`config.mk`:
```
export PLATFORM = sky130hd
export DESIGN_NAME = matrix_frame_loader
export DESIGN_NICKNAME = d
export VERILOG_FILES = /design/src/rtl/matrix_pkg.sv /design/src/rtl/matrix_gamma_8to4.sv /design/src/rtl/matrix_frame_loader.sv
export SDC_FILE = /design/constraint.sdc
export NUM_CORES = 1
export LEC_CHECK = 0
export CAP_MARGIN = 20
export CORE_ASPECT_RATIO = 1.75
export CORE_UTILIZATION = 30
export DETAILED_ROUTE_END_ITERATION = 16
export RECOVER_POWER = 100
export SLEW_MARGIN = 20
export SYNTH_ARGS = -nofsm -noshare
export SYNTH_HDL_FRONTEND = slang
export SYNTH_SLANG_ARGS = --single-unit
```
`constraint.sdc`:
```
create_clock -name clk -period 3.4 [get_ports clk]
set_input_delay 1.02 -clock clk [delete_from_list [all_inputs] [get_ports clk]]
set_output_delay 1.02 -clock clk [all_outputs]
set_load 0.02 [all_outputs]
```
`src/rtl/matrix_pkg.sv`:
```
// matrix_pkg: shared constants, loader FSM state type and the frame-buffer
// address packing helper used by the 64x64 matrix frame loader.
package matrix_pkg;

    localparam int MATRIX_W = 64;
    localparam int MATRIX_H = 64;
    localparam int PIX_BITS = 12;
    localparam int COORD_W  = 6;
    localparam int ADDR_W   = 1 + 2 * COORD_W;

    typedef enum logic [1:0] {
        IDLE      = 2'd0,
        LOAD      = 2'd1,
        SWAP      = 2'd2,
        WAIT_SWAP = 2'd3
    } loader_state_t;

    // Driver write address: buffer bit on top, then row, then column.
    function automatic logic [ADDR_W-1:0] pack_addr(
        input logic               buf_sel,
        input logic [COORD_W-1:0] y,
        input logic [COORD_W-1:0] x
    );
        return {buf_sel, y, x};
    endfunction

endpackage

```
`src/rtl/matrix_gamma_8to4.sv`:
```
// matrix_gamma_8to4: maps one 8-bit colour channel to 4 bits with a registered
// output. GAMMA_EN=1 uses a gamma-2.2 table, GAMMA_EN=0 keeps the top nibble.
// Ports:
//   clk  - clock
//   rst  - asynchronous active-high reset
//   x    - 8-bit channel value
//   y    - 4-bit mapped value, one clock after x
module matrix_gamma_8to4 #(
    parameter int GAMMA_EN = 1
) (
    input  logic       clk,
    input  logic       rst,
    input  logic [7:0] x,
    output logic [3:0] y
);

    // round(15*(v/255)^2.2) expressed as the first input value reaching each
    // output code; this is a 256x4 ROM written as a threshold ladder.
    function automatic logic [3:0] gamma22(input logic [7:0] v);
        logic [3:0] g;
        if      (v >= 8'd252) g = 4'd15;
        else if (v >= 8'd244) g = 4'd14;
        else if (v >= 8'd235) g = 4'd13;
        else if (v >= 8'd226) g = 4'd12;
        else if (v >= 8'd217) g = 4'd11;
        else if (v >= 8'd208) g = 4'd10;
        else if (v >= 8'd197) g = 4'd9;
        else if (v >= 8'd187) g = 4'd8;
        else if (v >= 8'd175) g = 4'd7;
        else if (v >= 8'd162) g = 4'd6;
        else if (v >= 8'd148) g = 4'd5;
        else if (v >= 8'd132) g = 4'd4;
        else if (v >= 8'd113) g = 4'd3;
        else if (v >= 8'd90)  g = 4'd2;
        else if (v >= 8'd55)  g = 4'd1;
        else                  g = 4'd0;
        return g;
    endfunction

    logic [3:0] lut_s;
    logic [3:0] y_r;

    // Table lookup or plain truncation, selected at elaboration.
    always_comb begin
        lut_s = 4'd0;
        if (GAMMA_EN != 0) begin
            lut_s = gamma22(x);
        end else begin
            lut_s = x[7:4];
        end
    end

    // Registered ROM output.
    always_ff @(posedge clk or posedge rst) begin
        if (rst) begin
            y_r <= 4'd0;
        end else begin
            y_r <= lut_s;
        end
    end

    assign y = y_r;

endmodule

```
`src/rtl/matrix_frame_loader.sv`:
```
// matrix_frame_loader: accepts raster-order RGB888 pixels, gamma-maps them to
// RGB444 and writes them into the panel driver's back buffer, then flips
// buffer_select and waits for the driver to confirm the swap.
// Ports:
//   clk, rst                 - clock, asynchronous active-high reset
//   s_valid/s_ready/s_data   - pixel stream {R,G,B}, s_sof marks pixel (0,0)
//   wr/wr_addr/wr_data       - driver write port {buf,y,x} / {R4,G4,B4}
//   buffer_select            - buffer the driver should display
//   buffer_current           - buffer the driver displays (other clock domain)
//   frame_done               - one-cycle pulse on confirmed swap
//   frame_count/resync_count - completed frames (wraps) / aborted frames (saturates)
module matrix_frame_loader
    import matrix_pkg::*;
#(
    parameter int GAMMA_EN = 1
) (
    input  logic                clk,
    input  logic                rst,
    input  logic                s_valid,
    output logic                s_ready,
    input  logic [23:0]         s_data,
    input  logic                s_sof,
    output logic                wr,
    output logic [ADDR_W-1:0]   wr_addr,
    output logic [PIX_BITS-1:0] wr_data,
    output logic                buffer_select,
    input  logic                buffer_current,
    output logic                frame_done,
    output logic [15:0]         frame_count,
    output logic [7:0]          resync_count
);

    localparam logic [COORD_W-1:0] X_LAST = COORD_W'(MATRIX_W - 1);
    localparam logic [COORD_W-1:0] Y_LAST = COORD_W'(MATRIX_H - 1);

    loader_state_t       state_r, state_nx_s;
    logic [COORD_W-1:0]  x_r, y_r, x_nx_s, y_nx_s;
    logic [COORD_W-1:0]  pix_x_s, pix_y_s;
    logic                accept_s, take_s, resync_s, flip_s, done_s;
    logic                sync_meta_r, cur_sync_r;
    logic                v1_r;
    logic [ADDR_W-1:0]   addr1_r;
    logic                s_ready_r, wr_r, buf_sel_r, frame_done_r;
    logic [ADDR_W-1:0]   wr_addr_r;
    logic [PIX_BITS-1:0] wr_data_r;
    logic [15:0]         frame_count_r;
    logic [7:0]          resync_count_r;
    logic [3:0]          r4_s, g4_s, b4_s;

    assign accept_s = s_valid && s_ready_r;

    matrix_gamma_8to4 #(.GAMMA_EN(GAMMA_EN)) u_gamma_r (
        .clk(clk), .rst(rst), .x(s_data[23:16]), .y(r4_s)
    );
    matrix_gamma_8to4 #(.GAMMA_EN(GAMMA_EN)) u_gamma_g (
        .clk(clk), .rst(rst), .x(s_data[15:8]), .y(g4_s)
    );
    matrix_gamma_8to4 #(.GAMMA_EN(GAMMA_EN)) u_gamma_b (
        .clk(clk), .rst(rst), .x(s_data[7:0]), .y(b4_s)
    );

    // Next-state, raster position and event decode.
    always_comb begin
        state_nx_s = state_r;
        x_nx_s     = x_r;
        y_nx_s     = y_r;
        pix_x_s    = x_r;
        pix_y_s    = y_r;
        take_s     = 1'b0;
        resync_s   = 1'b0;
        flip_s     = 1'b0;
        done_s     = 1'b0;
        case (state_r)
            IDLE: begin
                if (accept_s && s_sof) begin
                    take_s     = 1'b1;
                    pix_x_s    = '0;
                    pix_y_s    = '0;
                    x_nx_s     = COORD_W'(1);
                    y_nx_s     = '0;
                    state_nx_s = LOAD;
                end else begin
                    state_nx_s = IDLE;
                end
            end
            LOAD: begin
                if (accept_s) begin
                    take_s = 1'b1;
                    if (s_sof) begin
                        // Early start of frame: restart at (0,0) in the same
                        // back buffer; the partial frame is overwritten.
                        pix_x_s  = '0;
                        pix_y_s  = '0;
                        x_nx_s   = COORD_W'(1);
                        y_nx_s   = '0;
                        resync_s = 1'b1;
                    end else begin
                        x_nx_s = x_r + COORD_W'(1);
                        if (x_r == X_LAST) begin
                            y_nx_s = y_r + COORD_W'(1);
                            if (y_r == Y_LAST) begin
                                state_nx_s = SWAP;
                            end else begin
                                state_nx_s = LOAD;
                            end
                        end else begin
                            state_nx_s = LOAD;
                        end
                    end
                end else begin
                    state_nx_s = LOAD;
                end
            end
            SWAP: begin
                // Once stage 1 is empty the final write is on the port this
                // cycle, so flipping now cannot redirect it.
                if (!v1_r) begin
                    flip_s     = 1'b1;
                    state_nx_s = WAIT_SWAP;
                end else begin
                    state_nx_s = SWAP;
                end
            end
            WAIT_SWAP: begin
                if (cur_sync_r == buf_sel_r) begin
                    done_s     = 1'b1;
                    state_nx_s = IDLE;
                end else begin
                    state_nx_s = WAIT_SWAP;
                end
            end
            default: begin
                state_nx_s = IDLE;
            end
        endcase
    end

    // FSM state and raster position registers.
    always_ff @(posedge clk or posedge rst) begin
        if (rst) begin
            state_r <= IDLE;
            x_r     <= '0;
            y_r     <= '0;
        end else begin
            state_r <= state_nx_s;
            x_r     <= x_nx_s;
            y_r     <= y_nx_s;
        end
    end

    // Two-flop synchronizer for the driver's displayed-buffer flag.
    always_ff @(posedge clk or posedge rst) begin
        if (rst) begin
            sync_meta_r <= 1'b0;
            cur_sync_r  <= 1'b0;
        end else begin
            sync_meta_r <= buffer_current;
            cur_sync_r  <= sync_meta_r;
        end
    end

    // Control outputs: ready, buffer flip, swap pulse and frame counters.
    always_ff @(posedge clk or posedge rst) begin
        if (rst) begin
            s_ready_r      <= 1'b0;
            buf_sel_r      <= 1'b0;
            frame_done_r   <= 1'b0;
            frame_count_r  <= 16'd0;
            resync_count_r <= 8'd0;
        end else begin
            s_ready_r    <= (state_nx_s == IDLE) || (state_nx_s == LOAD);
            frame_done_r <= done_s;
            if (flip_s) begin
                buf_sel_r <= ~buf_sel_r;
            end
            if (done_s) begin
                frame_count_r <= frame_count_r + 16'd1;
            end
            if (resync_s && (resync_count_r != 8'hFF)) begin
                resync_count_r <= resync_count_r + 8'd1;
            end
        end
    end

    // Stage 1: latch the write address at accept time, alongside the LUTs.
    always_ff @(posedge clk or posedge rst) begin
        if (rst) begin
            v1_r    <= 1'b0;
            addr1_r <= '0;
        end else begin
            v1_r <= take_s;
            if (take_s) begin
                addr1_r <= pack_addr(~buf_sel_r, pix_y_s, pix_x_s);
            end
        end
    end

    // Stage 2: driver write port.
    always_ff @(posedge clk or posedge rst) begin
        if (rst) begin
            wr_r      <= 1'b0;
            wr_addr_r <= '0;
            wr_data_r <= '0;
        end else begin
            wr_r <= v1_r;
            if (v1_r) begin
                wr_addr_r <= addr1_r;
                wr_data_r <= {r4_s, g4_s, b4_s};
            end
        end
    end

    assign s_ready       = s_ready_r;
    assign wr            = wr_r;
    assign wr_addr       = wr_addr_r;
    assign wr_data       = wr_data_r;
    assign buffer_select = buf_sel_r;
    assign frame_done    = frame_done_r;
    assign frame_count   = frame_count_r;
    assign resync_count  = resync_count_r;

endmodule
```
==> results <==
- The type of destination of the critical path is a register.
- The worst hold path class is reg -> reg.
- Across every metal layer, demand over resource in global routing totals 0.133.
- The count of buffers added by post-CTS timing repair for setup is 0.
- Along the worst path, the maximum fanout reaches 11.
- Dividing the final minimum period by the clock period gives 0.821.
- Summing all non-filler instances in the final layout gives an area of 0.00586 mm2.
- Measured on the finished design, the core utilization comes to 0.393.
- Ranked by total cell area, the synthesized netlist is headed by dfrtp_1 (52%), mux2_2 (6.6%), nor2_1 (2.9%).
- The top cell type by total area after synthesis is dfrtp_1.
- The measured slew at the worst slew-check pin is about 1.1 ns.
- The total congestion overflow is 0.
- The die area is between 0.015 and 0.02 mm2.
- Detailed placement ended at an HPWL of ~7200 um.
- Measured along the x axis, the die boundary spans 95.7 um.
- A synthesized cell averages between 10 and 15 um2.
- The sequential fraction of the synthesis area is 0.516.
- The remaining design rule violation count is 0.
- Across all hold checks on the routed design, the worst slack comes to about 0.36 ns.
- The smallest clock period supported by the final layout is computed as approximately 2.8 ns.
- The total CTS buffers is 9.
- The leakage power of the design is around 2.7 nW.
- For the worst setup path, the data required time is roughly 3.7 ns.
- The largest voltage drop on the vdd net is between 0.2 and 0.25 mV.
- Summing all placed instances gives a cell area of around 0.0056 mm2.
- The detail route stage leaves a number of antenna-violating nets equal to 0.
- CTS built an H-tree with a depth of 3.
- The arrival time reported for the critical path endpoint is about 3.1 ns.
- Setup violations remaining at the end of the flow were counted as 0.
- The remaining max-slew budget at the tightest pin is 0.275.
- The power per cell area is ~480 mW/mm2.
- The sink count of the clock tree is 95.
- The flip-flop cell with the highest count after synthesis is dfrtp_1.
- Counting every net in the synthesized netlist gives ~480.
- For the final database, setup skew stands at ~0.008 ns.
- The number of placement rows is roughly 60.
- In the final layout, the multi-input gates occupy ~0.002 mm2.
- The routed wire length is slightly below 10,000 um.
- The number of global-route vias before repair is roughly 3,600.
- The flow ran to the end, and the final reports show no timing, DRC or antenna violations.
- The net count of the finished layout is approximately 550.
- The layout overhead on the synthesized area is 27.1%.
- The largest net degree at the start of global routing is 73.
- The start-to-end type of the worst setup path is in -> reg.
- Setup total negative slack on the finished layout was measured at 0 ns.
- For this configuration, the core starts out at a cell density of 0.309.
- The die boundary height is around 170 um.
- The clock tree from TritonCTS is yes.
- The flip-flop and latch area is ~0.0024 mm2.
- The first global-routing pass estimated around 17,000 um of wire.
- The number of gates resized after CTS was 0.
- The highest clock rate is around 360 MHz.
- The maximum buffer depth of the clock tree is 2.
- The number of vias after detailed routing is ~3,600.
- Pin placement for this block handled 82 I/O pins.
- The hold violation count in the final report is 0.
- In this run, synthesis produced a sequential element count of 95.
- Setup repair after global routing left no endpoint under its margin.
- Counting flops with an async set or reset pin after synthesis yields a share of 1.00.
- The average wire length per cell after detail routing is around 14 um.
- In the final layout, the share of cells above drive strength 1 is 0.0948.
- The share of the synthesized area in the top cell type is 0.516.
- Buffers placed on the I/O ports in this run total 81.
- Clock tree synthesis selected as its root buffer the cell clkbuf_16.
- Hold repair after CTS inserted 0 buffers.
- The max-cap violation count is 0.
- The cell area that synthesis handed to floorplanning was 0.00461 mm2.
- The number of antenna violations at the first check in global routing came to 0.
- The number of warnings issued by yosys is 0.
- The cell count after synthesis came out at between 400 and 500.
- The repair_antennas step left the layout with diodes totalling 0.
- After synthesis, the netlist uses 63 different library cells.
- The critical path launch point type is an input port.
- Yosys mapped a number of flops with a built-in enable equal to 0.
- The floorplan step defined a core boundary enclosing 0.0149 mm2.
- The first TritonRoute pass finished after 4 iterations.
- The weighted congestion reported at the end of routability-driven placement is between 0.7 and 0.8.
- The mean number of vias per cell is 5.17.
- Fill cells in the final layout number 1,481.
- The post-CTS clock slew at the launch and capture registers of the worst setup and hold paths is around 0.060 ns.
- The clock reaches the later pin of the worst-skew pair after about 0.34 ns.
- After the first detailed-routing iteration, the DRC count stood at between 90 and 100.
- The final max-slew violation count was 0.
-- cell families (layout without fill, tap and decap cells) --
family          after synthesis  in the layout  synth area share
compound gates              105            105             0.160
xor+xnor                     27             27            0.0513
fa+ha+maj                     4              4            0.0109
buf+inv                      40            114            0.0347
flops                        95             95             0.516
mux                          28             28            0.0681
simple gates                144            144             0.160
-- report_power, final --
group / leakage, nW / switching, W / internal [W]
registers: 1.25 / 0.0000762 / 0.00122
clock network: 0.155 / 0.000410 / 0.000661
logic: 1.26 / 0.000250 / 0.000209
total: 2.66 / 0.000736 / 0.00209
-- worst max-delay path, cell delays in order --
cell           delay, ns
dlygate4sd3_1       0.62
or2_1               0.36
nor2_1              0.56
buf_4               0.29
nand2_1             0.06
o21ai_0             0.13
-- layer usage --
metal / global-route usage / wire [um] / up-vias
li1: - / - / 1743
met4: 0.0642 / 257 / 0
met5: 0 / 0 / -
met3: 0.0288 / 348 / 19
met1: 0.153 / 3920 / 1786
met2: 0.229 / 5320 / 74
-- Yosys cell counts (12+ instances only) --
library cell / number
nor2_1: 36
nor3_1: 14
xor2_1: 12
clkbuf_1: 18
a22o_1: 14
o21ai_0: 25
xnor2_1: 15
inv_1: 15
nand3_1: 14
dfrtp_1: 95
nand2_1: 34
mux2_2: 27
a21oi_1: 18
-- flip-flops by register name (all words and copies together) (netlist names), 4 cells and up --
signal,flops
addr1_r,13
frame_count,16
resync_count,8
u_gamma_b.y,4
u_gamma_g.y,4
u_gamma_r.y,4
wr_addr,13
wr_data,12
x_r,6
y_r,6
-- through the flow --
step                cells  total power [W]  setup slack, ns
finish                700          0.00282            0.608
CTS                   700          0.00290            0.903
global placement      685          0.00179            0.598
global route          700          0.00296            0.380
detailed placement    685          0.00181            0.561
floorplan             443          0.00158             1.24
-- placed cells by master (no fill, tap or decap), types with 2 or more instances in the layout --
cell and count:
xor2_1 12, nor2_1 37, ha_1 4, nand2_1 34, a21oi_1 18, nor3_1 15, inv_1 14, o22ai_1 6
and3_1 6, bufinv_16 2, o211ai_1 2, xnor2_1 15, a31oi_1 5, nand4_1 4, nor4_1 4, dfrtp_1 95
clkdlybuf4s50_1 20, nor2b_1 4, dlygate4sd3_1 61, nand4b_1 2, nand3_1 14, and4_1 2, o221ai_1 2, o21a_1 2
o21ai_0 25, and2_1 3, a22o_1 14, clkbuf_16 9, a311oi_1 5, a211oi_1 5, a2bb2oi_1 2, o21bai_1 3
o31ai_1 3, nand2b_1 6, or3_1 4, mux2_2 27
-- path summary, 6_finish.rpt --
path                                             start                           to  slack [ns]  cells after the start
max                                              s_sof           x_r[3]$_DFFE_PP0P_        0.61                      6
min                              sync_meta_r$_DFF_PP0_         cur_sync_r$_DFF_PP0_        0.36                      0
max reg2reg                resync_count[0]$_DFFE_PP0P_  resync_count[7]$_DFFE_PP0P_        1.13                      6
min reg2reg                      sync_meta_r$_DFF_PP0_         cur_sync_r$_DFF_PP0_        0.36                      0
max in group asynchronous                          rst       wr_data[8]$_DFFE_PP0P_        1.19                      3
min in group asynchronous                          rst                 wr$_DFF_PP0_        1.34                      2
-- final cells by class --
cell class | instances | area share
Clock buffer | 10 | 0.0408
Sequential cell | 95 | 0.406
Clock inverter | 5 | 0.0139
Tap cell | 183 | 0.0391
Multi-Input combinational cell | 308 | 0.347
Timing Repair Buffer | 84 | 0.144
Inverter | 15 | 0.00982
No activity file was read; power rests on OpenSTA's default activity.
